### src/rtl/axis_proxy_arbiter_pkg.sv
// Shared constants for the EECD command-channel proxy arbiter:
// frame geometry, field offsets, default markers and requester limits.
package axis_proxy_pkg;

   localparam int FRAME_W     = 512;

   localparam int DATA_LSB    = 0;
   localparam int ADDR_LSB    = 32;
   localparam int SEQ_LSB     = 64;
   localparam int ID_LSB      = 96;
   localparam int MLO_LSB     = 448;
   localparam int MHI_LSB     = 480;

   localparam logic [31:0] DEF_MARKER_HI = 32'hBEADCAFE;
   localparam logic [31:0] DEF_MARKER_LO = 32'hFADEDBAD;

   localparam int NUM_REQ_MAX = 8;

   typedef enum logic {
      IDLE = 1'b0,
      SEND = 1'b1
   } arb_state_t;

   // Width of a requester index; a single requester still gets a 1-bit index.
   function automatic int idx_width(input int n);
      return (n > 1) ? $clog2(n) : 1;
   endfunction

endpackage

### src/rtl/axis_proxy_arbiter_if.sv
// Requester-side handshake bundle plus the EECD-facing AXIS link.
// The master modport is the arbiter itself; the slave modport is the
// surrounding environment (requesters and downstream sink).
interface axis_proxy_arbiter_if #(
   parameter int NUM_REQ = 4
);
   logic [NUM_REQ-1:0]    req_valid;
   logic [NUM_REQ-1:0]    req_ready;
   logic [32*NUM_REQ-1:0] req_addr;
   logic [32*NUM_REQ-1:0] req_data;
   logic [511:0]          AXIS_TDATA;
   logic                  AXIS_TVALID;
   logic                  AXIS_TREADY;

   modport master (
      input  req_valid, req_addr, req_data, AXIS_TREADY,
      output req_ready, AXIS_TDATA, AXIS_TVALID
   );

   modport slave (
      output req_valid, req_addr, req_data, AXIS_TREADY,
      input  req_ready, AXIS_TDATA, AXIS_TVALID
   );
endinterface

### src/rtl/axis_proxy_arbiter_rr.sv
// Combinational rotating-priority search: the first asserted request at or
// after ptr (wrapping) wins. Pure function of req and ptr, no state.
module rr_arbiter
   import axis_proxy_pkg::*;
#(
   parameter int NUM_REQ = 4,
   localparam int IDX_W  = idx_width(NUM_REQ)
) (
   input  logic [NUM_REQ-1:0] req,
   input  logic [IDX_W-1:0]   ptr,
   output logic [NUM_REQ-1:0] grant,
   output logic [IDX_W-1:0]   grant_idx,
   output logic               any_grant
);

   logic [IDX_W-1:0] cand;

   // Scan offsets from farthest to nearest so the closest hit to ptr wins.
   always_comb begin
      grant     = '0;
      grant_idx = '0;
      any_grant = 1'b0;
      cand      = '0;
      for (int k = NUM_REQ - 1; k >= 0; k--) begin
         cand = IDX_W'((int'(ptr) + k) % NUM_REQ);
         if (req[cand]) begin
            grant       = '0;
            grant[cand] = 1'b1;
            grant_idx   = cand;
            any_grant   = 1'b1;
         end
      end
   end

endmodule

### src/rtl/axis_proxy_arbiter.sv
// Round-robin arbiter sharing the 512-bit EECD AXIS command channel between
// NUM_REQ write requesters. One framed beat per granted write, held until
// TREADY; no new grant is issued while a beat is outstanding.
module axis_proxy_arbiter
   import axis_proxy_pkg::*;
#(
   parameter int          NUM_REQ   = 4,
   parameter logic [31:0] MARKER_HI = DEF_MARKER_HI,
   parameter logic [31:0] MARKER_LO = DEF_MARKER_LO
) (
   input  logic                 clk,
   input  logic                 reset,
   axis_proxy_arbiter_if.master bus,
   output logic [31:0]          frames_sent,
   output logic                 busy
);

   localparam int IDX_W = idx_width(NUM_REQ);

   generate
      if (NUM_REQ < 1 || NUM_REQ > NUM_REQ_MAX) begin : g_bad_num_req
         $error("axis_proxy_arbiter: NUM_REQ must be in 1..8");
      end
   endgenerate

   arb_state_t             state_reg, state_next;
   logic [FRAME_W-1:0]     tdata_reg, tdata_next;
   logic [31:0]            seq_reg, seq_next;
   logic [31:0]            frames_reg, frames_next;
   logic [IDX_W-1:0]       rr_ptr_reg, rr_ptr_next;

   logic [NUM_REQ-1:0]     grant;
   logic [IDX_W-1:0]       grant_idx;
   logic                   any_grant;
   logic [31:0]            addr_arr [NUM_REQ];
   logic [31:0]            data_arr [NUM_REQ];
   logic [FRAME_W-1:0]     frame;

   // Unflatten the per-requester address/data buses.
   genvar gi;
   generate
      for (gi = 0; gi < NUM_REQ; gi++) begin : g_unpack
         assign addr_arr[gi] = bus.req_addr[32*gi +: 32];
         assign data_arr[gi] = bus.req_data[32*gi +: 32];
      end
   endgenerate

   rr_arbiter #(.NUM_REQ(NUM_REQ)) u_rr (
      .req       (bus.req_valid),
      .ptr       (rr_ptr_reg),
      .grant     (grant),
      .grant_idx (grant_idx),
      .any_grant (any_grant)
   );

   // Accept is offered only in IDLE and never while reset is asserted;
   // it deliberately does not look at TREADY.
   assign bus.req_ready   = (state_reg == IDLE && !reset) ? grant : '0;
   assign bus.AXIS_TDATA  = tdata_reg;
   assign bus.AXIS_TVALID = (state_reg == SEND);
   assign busy            = (state_reg == SEND);
   assign frames_sent     = frames_reg;

   // Assemble the framed beat for whichever requester currently wins.
   always_comb begin
      frame                    = '0;
      frame[DATA_LSB +: 32]    = data_arr[grant_idx];
      frame[ADDR_LSB +: 32]    = addr_arr[grant_idx];
      frame[SEQ_LSB  +: 32]    = seq_reg;
      frame[ID_LSB   +: 8]     = 8'(grant_idx);
      frame[MLO_LSB  +: 32]    = MARKER_LO;
      frame[MHI_LSB  +: 32]    = MARKER_HI;
   end

   // Next-state logic: capture a grant in IDLE, retire the beat on TREADY in SEND.
   always_comb begin
      state_next  = state_reg;
      tdata_next  = tdata_reg;
      seq_next    = seq_reg;
      frames_next = frames_reg;
      rr_ptr_next = rr_ptr_reg;
      case (state_reg)
         IDLE: begin
            if (any_grant) begin
               tdata_next  = frame;
               rr_ptr_next = (int'(grant_idx) == NUM_REQ - 1) ? '0 : grant_idx + 1'b1;
               state_next  = SEND;
            end
         end
         SEND: begin
            if (bus.AXIS_TREADY) begin
               seq_next    = seq_reg + 32'd1;
               frames_next = frames_reg + 32'd1;
               state_next  = IDLE;
            end
         end
         default: state_next = IDLE;
      endcase
   end

   // State and datapath registers; reset drops any pending beat immediately.
   always_ff @(posedge clk or posedge reset) begin
      if (reset) begin
         state_reg  <= IDLE;
         tdata_reg  <= '0;
         seq_reg    <= '0;
         frames_reg <= '0;
         rr_ptr_reg <= '0;
      end else begin
         state_reg  <= state_next;
         tdata_reg  <= tdata_next;
         seq_reg    <= seq_next;
         frames_reg <= frames_next;
         rr_ptr_reg <= rr_ptr_next;
      end
   end

endmodule

### src/flat_wrapper.sv
// flat-port wrapper written by rule: the top's interface ports become plain ports
module axis_proxy_arbiter_flat import axis_proxy_pkg::*;
#(
   parameter int          NUM_REQ   = 4,
   parameter logic [31:0] MARKER_HI = DEF_MARKER_HI,
   parameter logic [31:0] MARKER_LO = DEF_MARKER_LO
)
  (clk, reset, frames_sent, busy, bus_req_valid, bus_req_addr, bus_req_data, bus_AXIS_TREADY, bus_req_ready, bus_AXIS_TDATA, bus_AXIS_TVALID);
  axis_proxy_arbiter_if #(.NUM_REQ(NUM_REQ)) bus_i ();
  input  logic clk;
  input  logic reset;
  output logic [31:0] frames_sent;
  output logic busy;
  input wire logic [$bits(bus_i.req_valid)-1:0] bus_req_valid;
  input wire logic [$bits(bus_i.req_addr)-1:0] bus_req_addr;
  input wire logic [$bits(bus_i.req_data)-1:0] bus_req_data;
  input wire logic [$bits(bus_i.AXIS_TREADY)-1:0] bus_AXIS_TREADY;
  output wire logic [$bits(bus_i.req_ready)-1:0] bus_req_ready;
  output wire logic [$bits(bus_i.AXIS_TDATA)-1:0] bus_AXIS_TDATA;
  output wire logic [$bits(bus_i.AXIS_TVALID)-1:0] bus_AXIS_TVALID;
  assign bus_i.req_valid = bus_req_valid;
  assign bus_i.req_addr = bus_req_addr;
  assign bus_i.req_data = bus_req_data;
  assign bus_i.AXIS_TREADY = bus_AXIS_TREADY;
  assign bus_req_ready = bus_i.req_ready;
  assign bus_AXIS_TDATA = bus_i.AXIS_TDATA;
  assign bus_AXIS_TVALID = bus_i.AXIS_TVALID;
  axis_proxy_arbiter #(.NUM_REQ(NUM_REQ), .MARKER_HI(MARKER_HI), .MARKER_LO(MARKER_LO)) u_core (.clk(clk), .reset(reset), .bus(bus_i), .frames_sent(frames_sent), .busy(busy));
endmodule
### config.mk
export PLATFORM = sky130hd
export DESIGN_NAME = axis_proxy_arbiter_flat
export DESIGN_NICKNAME = d
export VERILOG_FILES = /design/src/rtl/axis_proxy_arbiter_pkg.sv /design/src/rtl/axis_proxy_arbiter_if.sv /design/src/rtl/axis_proxy_arbiter_rr.sv /design/src/rtl/axis_proxy_arbiter.sv /design/src/flat_wrapper.sv
export SDC_FILE = /design/constraint.sdc
export NUM_CORES = 1
export LEC_CHECK = 0
export ABC_AREA = 1
export CORE_AREA = 2 2 317 319
export CTS_BUF_LIST = sky130_fd_sc_hd__clkbuf_16
export CTS_CLUSTER_SIZE = 25
export DETAILED_ROUTE_END_ITERATION = 12
export DIE_AREA = 0 0 319 321
export SKIP_CTS_REPAIR_TIMING = 1
export SLEW_MARGIN = 10
export SYNTH_ARGS = -nofsm -noshare
export SYNTH_HDL_FRONTEND = slang
export SYNTH_SLANG_ARGS = --single-unit
### constraint.sdc
create_clock -name clk -period 9.4 [get_ports clk]
set_clock_uncertainty 0.1 [all_clocks]
set_input_delay 1.41 -clock clk [delete_from_list [all_inputs] [get_ports clk]]
set_output_delay 1.41 -clock clk [all_outputs]
set_load 0.05 [all_outputs]
Word-level counts from Yosys, hierarchy flattened
Index checks and enable logic that the tools add are counted.
{ "totals": {"elab_cells": 70, "input_bits": 263, "register_bits": 166} }
{ "op_classes": {"add_sub_neg": 6, "reduce_logical": 8, "magnitude_cmp": 9, "n_eq_ne": 1, "bitwise": 2, "n_mux": 39} }
{ "op_table": {"columns": ["operator", "n"], "rows": [
  ["32-bit binary-select mux with 2-bit select", 2],
  ["32-bit two-way mux", 4],
  ["32-bit by 1-bit adder with 32-bit output, second input constant", 2],
  ["4-bit two-way mux", 5],
  ["1-bit two-way mux", 14],
  ["2-bit by 3-bit < comparator with 1-bit output, second input constant", 4],
  ["2-bit two-way mux", 5],
  ["1-bit binary-select mux with 2-bit select", 4],
  ["1-bit demux with 2-bit select", 4],
  ["2-bit by 1-bit greater-or-equal comparator with 1-bit output, second input constant", 4],
  ["1-bit logical AND", 5],
  ["2-bit by 1-bit adder with 2-bit output, second input constant", 2],
  ["2-bit adder, second input constant", 2],
  ["2-bit AND reduction", 2],
  ["3-bit greater-or-equal comparator, second input constant", 1],
  ["2-bit NOT with 3-bit output", 1],
  ["2-bit by 1-bit == test with 1-bit output, second input constant", 1],
  ["1-bit case mux with 2 select lines", 1],
  ["1-bit logical NOT", 1],
  ["1-bit NOT", 1]
]} }

Logic depth before layout (Yosys ltp)
{ "depth": {"ltp_word": 11, "mapped_depth": 17, "mapped_depth_nobuf": 15} }

Hierarchy
From an unflattened synthesis, not the netlist that was laid out.
{ "unflattened": {"cells_unflattened": 1741, "hier_area_um2": 13097.6} }
{ "modules_own_cells": {"columns": ["module", "area_each_um2", "cells_each", "seq_area_each_um2", "n_inst"], "rows": [
  ["axis_proxy_arbiter", 12594.6, 1655, 4154.0, 1],
  ["rr_arbiter", 503.0, 86, 0.0, 1]
]} }

Least setup slack after synthesis
Ideal clock, no wire load.
{ "synth_timing": {"path_type": "input to output", "start": "in bus_req_valid[0]", "end": "out bus_req_ready[3]", "cell_stages": 8, "required_time_ns": 7.890, "arrival_ns": 2.893, "slack_ns": 4.997, "n_path_buf": 0, "cell_sequence": "inv_1 > nand2_1 > nand2_1 > o21ai_0 > nand2_1 > o21ai_0 > o211ai_1 > a21oi_1"} }
{ "synth_between": {"elab_chain_len": 7} }
{ "synth_rtl": {"columns": ["item", "line", "rtl"], "rows": [
  ["start, declared", "flat_wrapper.sv:14", "input wire logic [$bits(bus_i.req_valid)-1:0] bus_req_valid;"],
  ["1-bit binary-select mux with 2-bit select", "axis_proxy_arbiter_rr.sv:26", "if (req[cand]) begin"],
  ["1-bit two-way mux (not written as such)", "axis_proxy_arbiter_rr.sv:26", null],
  ["4-bit two-way mux (3 in a row)", "axis_proxy_arbiter_rr.sv:26", null],
  ["4-bit two-way mux (*)", "axis_proxy_arbiter_rr.sv:26", null],
  ["4-bit two-way mux (*)", "axis_proxy_arbiter.sv:58", "assign bus.req_ready = (state_reg == IDLE && !reset) ? grant : '0;"],
  ["end, declared", "flat_wrapper.sv:18", "output wire logic [$bits(bus_i.req_ready)-1:0] bus_req_ready;"]
]} }
Mark *: on every way between the ends. The rest lies on a longest branch, timed or not. The select of a mux whose other input is x is not followed.

Worst setup path after layout
{ "layout_timing": {"start": "in bus_req_valid[2]", "end": "out bus_req_ready[3]"} }
The elaborated chain is that of the path after synthesis.

==> flow_summary.yaml <==
run_status:
  outcome: "completed"
timing:
  worstMarginPinSlew_ns: 0.942
  slew_viol_final: 0
  slew_headroom_pct: 37.2
  min_period_ns: 5.37
  rsz0062_at_grt: "no"
  setup_tns_ns: 0
  setup_viol: 0
  hold_violations: 0
  timing.final.crit_share_pct: 57.2
  fmax_mhz: 186
critical_path:
  worstSetupEndpointType: "primary output"
  r2r_slack_ns: 5.22
  path_depth: 11
  r2r-start: "u_core.rr_ptr_reg[0]"
  crit_start: "bus_req_valid[2]"
  critical-path-top-delay-family: "buffers and inverters"
  crit_required_ns: 7.89
  crit_arrival_ns: 3.86
  crit_path_frequent_cell: "nand2_1"
  cpMaxStageDelayCell: "clkdlybuf4s50_1"
  rr_worst_depth: 15
  cp_max_fo: 5
  endpoint: "bus_req_ready[3]"
  crit_buf_inv: 4
  timing.rr.end: "u_core.bus.AXIS_TDATA[59]"
  critPathKind: "in -> out"
  path_cells: "clkdlybuf4s50_1, inv_1, o21ai_1, nand2_1, nand2_1, inv_1, nand2_1, o21ai_0, o211ai_1, a21oi_1, clkdlybuf4s50_1"
  startpoint_type: "primary input"
  critPathMaxStageDelay_ns: 0.84
pwr:
  sw_frac_of_total_pct: 60.9
  leakage_nw: 9.60
  power_density_nw_per_um2: 342
  intPower_mw: 2.44
  p_comb_share_pct: 69.8
  p_seq_share_pct: 17.9
  power.switching_mw: 3.81
  p_total_mw: 6.26
  p_clk_share_pct: 12.4
  ir_worst_vdd_mv: 0.431
cells_and_area:
  drive_above_1_share_pct: 2.67
  largest_reg_flops: 99
  nets: 2619
  fillers: 11300
  area_delta_synth_final_pct: 34.2
synthesis:
  ys_top_cells_by_area: "dfrtp_1, buf_4, nand2_1, nand3_1, inv_1"
  ys_seq_area_share_pct: 30.4
  yosys-top-cells-count: "nand2_1, buf_4, inv_1"
  synth_edf_count: 0
  netlist_instances: 1997
  ys.flop_type: "dfrtp_1"
  async_flop_share_pct: 100
  yosysWarnings: 0
  ys_ff_latch: 166
  yosys.area.top_type: "dfrtp_1"
  avgSynthCellArea_um2: 6.83
  yosysUniqueCellTypes: 33
  synth_top_area_share_pct: 30.4
  synth_area_um2: 13600
  yosysMostFrequentCell: "nand2_1"
clock_tree:
  clockBufferDepth: 2
  cts_sinks: 166
  clock_latency_ns: 0.51
  cts_tree: "done"
  h-tree-depth: 4
  path_clk_slew_ns: 0.08
  root_buffer: "clkbuf_16"
  cts_buffers: 17
die:
  core-area_um2: 99300
  rows: 116
  dieArea_um2: 102000
  pin_count: 813
  start_util_pct: 13.7
  die_w_um: 319
  die_y_um: 321
detailed_routing:
  met1Wirelength_um: 23300
  vias: 12200
  detail_route.iter0.violations: 639
  wl_met2_um: 26100
  highest_layer: "met5"
  routed_wl_um: 55500
  met3WireLength_um: 4970
  route.detailed.drc: 0
  via_per_inst: 3.34
  drtPass1Iterations: 5
  avgRoutedWirePerCell_um: 15.2
  final_antenna_net_count: 0
placed_design:
  portBuffers: 443
  gp_congestion: 0.833
  dp_hpwl_um: 42200
hold_path:
  hold_class: "reg -> reg"
global_route:
  grt_pass1_vias: 11300
  antenna_found_initial: 19
  grt_remaining_overflow: 0
  grt_max_degree: 77
  track_usage_pct: 10.5
  grt_first_pass_wirelength_um: 77500
job:
  max-cap-violations: 0
## cell families after synthesis
kind of cell	synth area share (%)
compound gates	1.86
buf+inv	34.8
other cells	0.0275
fa+ha+maj	0.917
simple gates	28.1
flops	30.4
xor+xnor	3.85
## how the worst min path moves through the flow
stage                                         start                         to  depth (start not counted)  slack, ns
after floorplan                  u_core.seq_reg[31]         u_core.seq_reg[31]                          1       0.34
after global placement    u_core.bus.AXIS_TDATA[41]  u_core.bus.AXIS_TDATA[41]                          2       0.36
after detailed placement  u_core.bus.AXIS_TDATA[37]  u_core.bus.AXIS_TDATA[37]                          2       0.36
after CTS                 u_core.bus.AXIS_TDATA[37]  u_core.bus.AXIS_TDATA[37]                          2       0.39
after global routing             u_core.seq_reg[31]         u_core.seq_reg[31]                          1       0.41
final                     u_core.bus.AXIS_TDATA[37]  u_core.bus.AXIS_TDATA[37]                          2       0.38
## metrics by stage
| stage | setup slack (ns) | hold slack, ns | util, % | instance area (um2) | instances |
|---|---|---|---|---|---|
| floorplan | 3.40 | 0.342 | - | 15000 | 2365 |
| global placement | 4.04 | 0.362 | 17.8 | 17700 | 3625 |
| detailed placement | 4.06 | 0.364 | 17.8 | 17700 | 3625 |
| CTS | 4.04 | 0.385 | 18.4 | 18300 | 3657 |
| global route | 3.88 | 0.405 | 18.4 | 18300 | 3658 |
| finish | 4.03 | 0.380 | 18.4 | 18300 | 3659 |
## cell usage in the layout, fill, tap and decap left out, types with 9 or more instances in the layout
cell             Yosys  layout
nor2_1              37      37
xor2_1              43      43
clkdlybuf4s50_1      0     443
dfrtp_1            166     166
conb_1               1     369
nand4_1              9       9
clkbuf_16            0      17
nor3_1              18      18
inv_1              318     316
o21ai_0             28      28
nand3_1            286     286
ha_1                10      10
xnor2_1             17      17
nand2_1            532     531
buf_4              421      12
## layer usage
layer / vias to the layer above / global-route usage, %
li1: 5949 / -
met1: 5662 / 12.8
met2: 540 / 17.1
met3: 52 / 3.87
met4: 14 / 3.10
met5: - / 0
## layout make-up
class | count | area (um2) | area share [%]
antenna | 2 | 5.00 | 0.0273
clock buffer | 17 | 425 | 2.32
clock inverter | 15 | 176 | 0.964
inverter | 323 | 1220 | 6.69
multi-input combinational | 1383 | 6170 | 33.7
sequential | 166 | 4150 | 22.7
tap | 1298 | 1620 | 8.87
timing repair buffer | 455 | 4520 | 24.7
## worst register-to-register path: stages, from the launching register on
cell,delay (ns)
dfrtp_1,0.56
inv_2,0.21
ha_1,0.37
inv_1,0.09
nand3_2,0.09
nand2_2,0.08
inv_2,0.12
nand2_2,0.10
nand3_4,0.10
buf_4,0.65
buf_4,0.76
nand3_1,0.48
nand3_1,0.19
nand2_1,0.07
nand2_1,0.06
nand2_1,0.05
## power groups by stage
stage                     registers, mW  logic [mW]  clock network (mW)
after floorplan                    1.77        2.46                   0
after global placement             1.13        4.42                   0
after detailed placement           1.13        4.45                   0
after CTS                          1.12        4.46               0.827
after global routing               1.15        4.78               0.847
final                              1.12        4.37               0.775
Power figures use the tool's default switching activity.
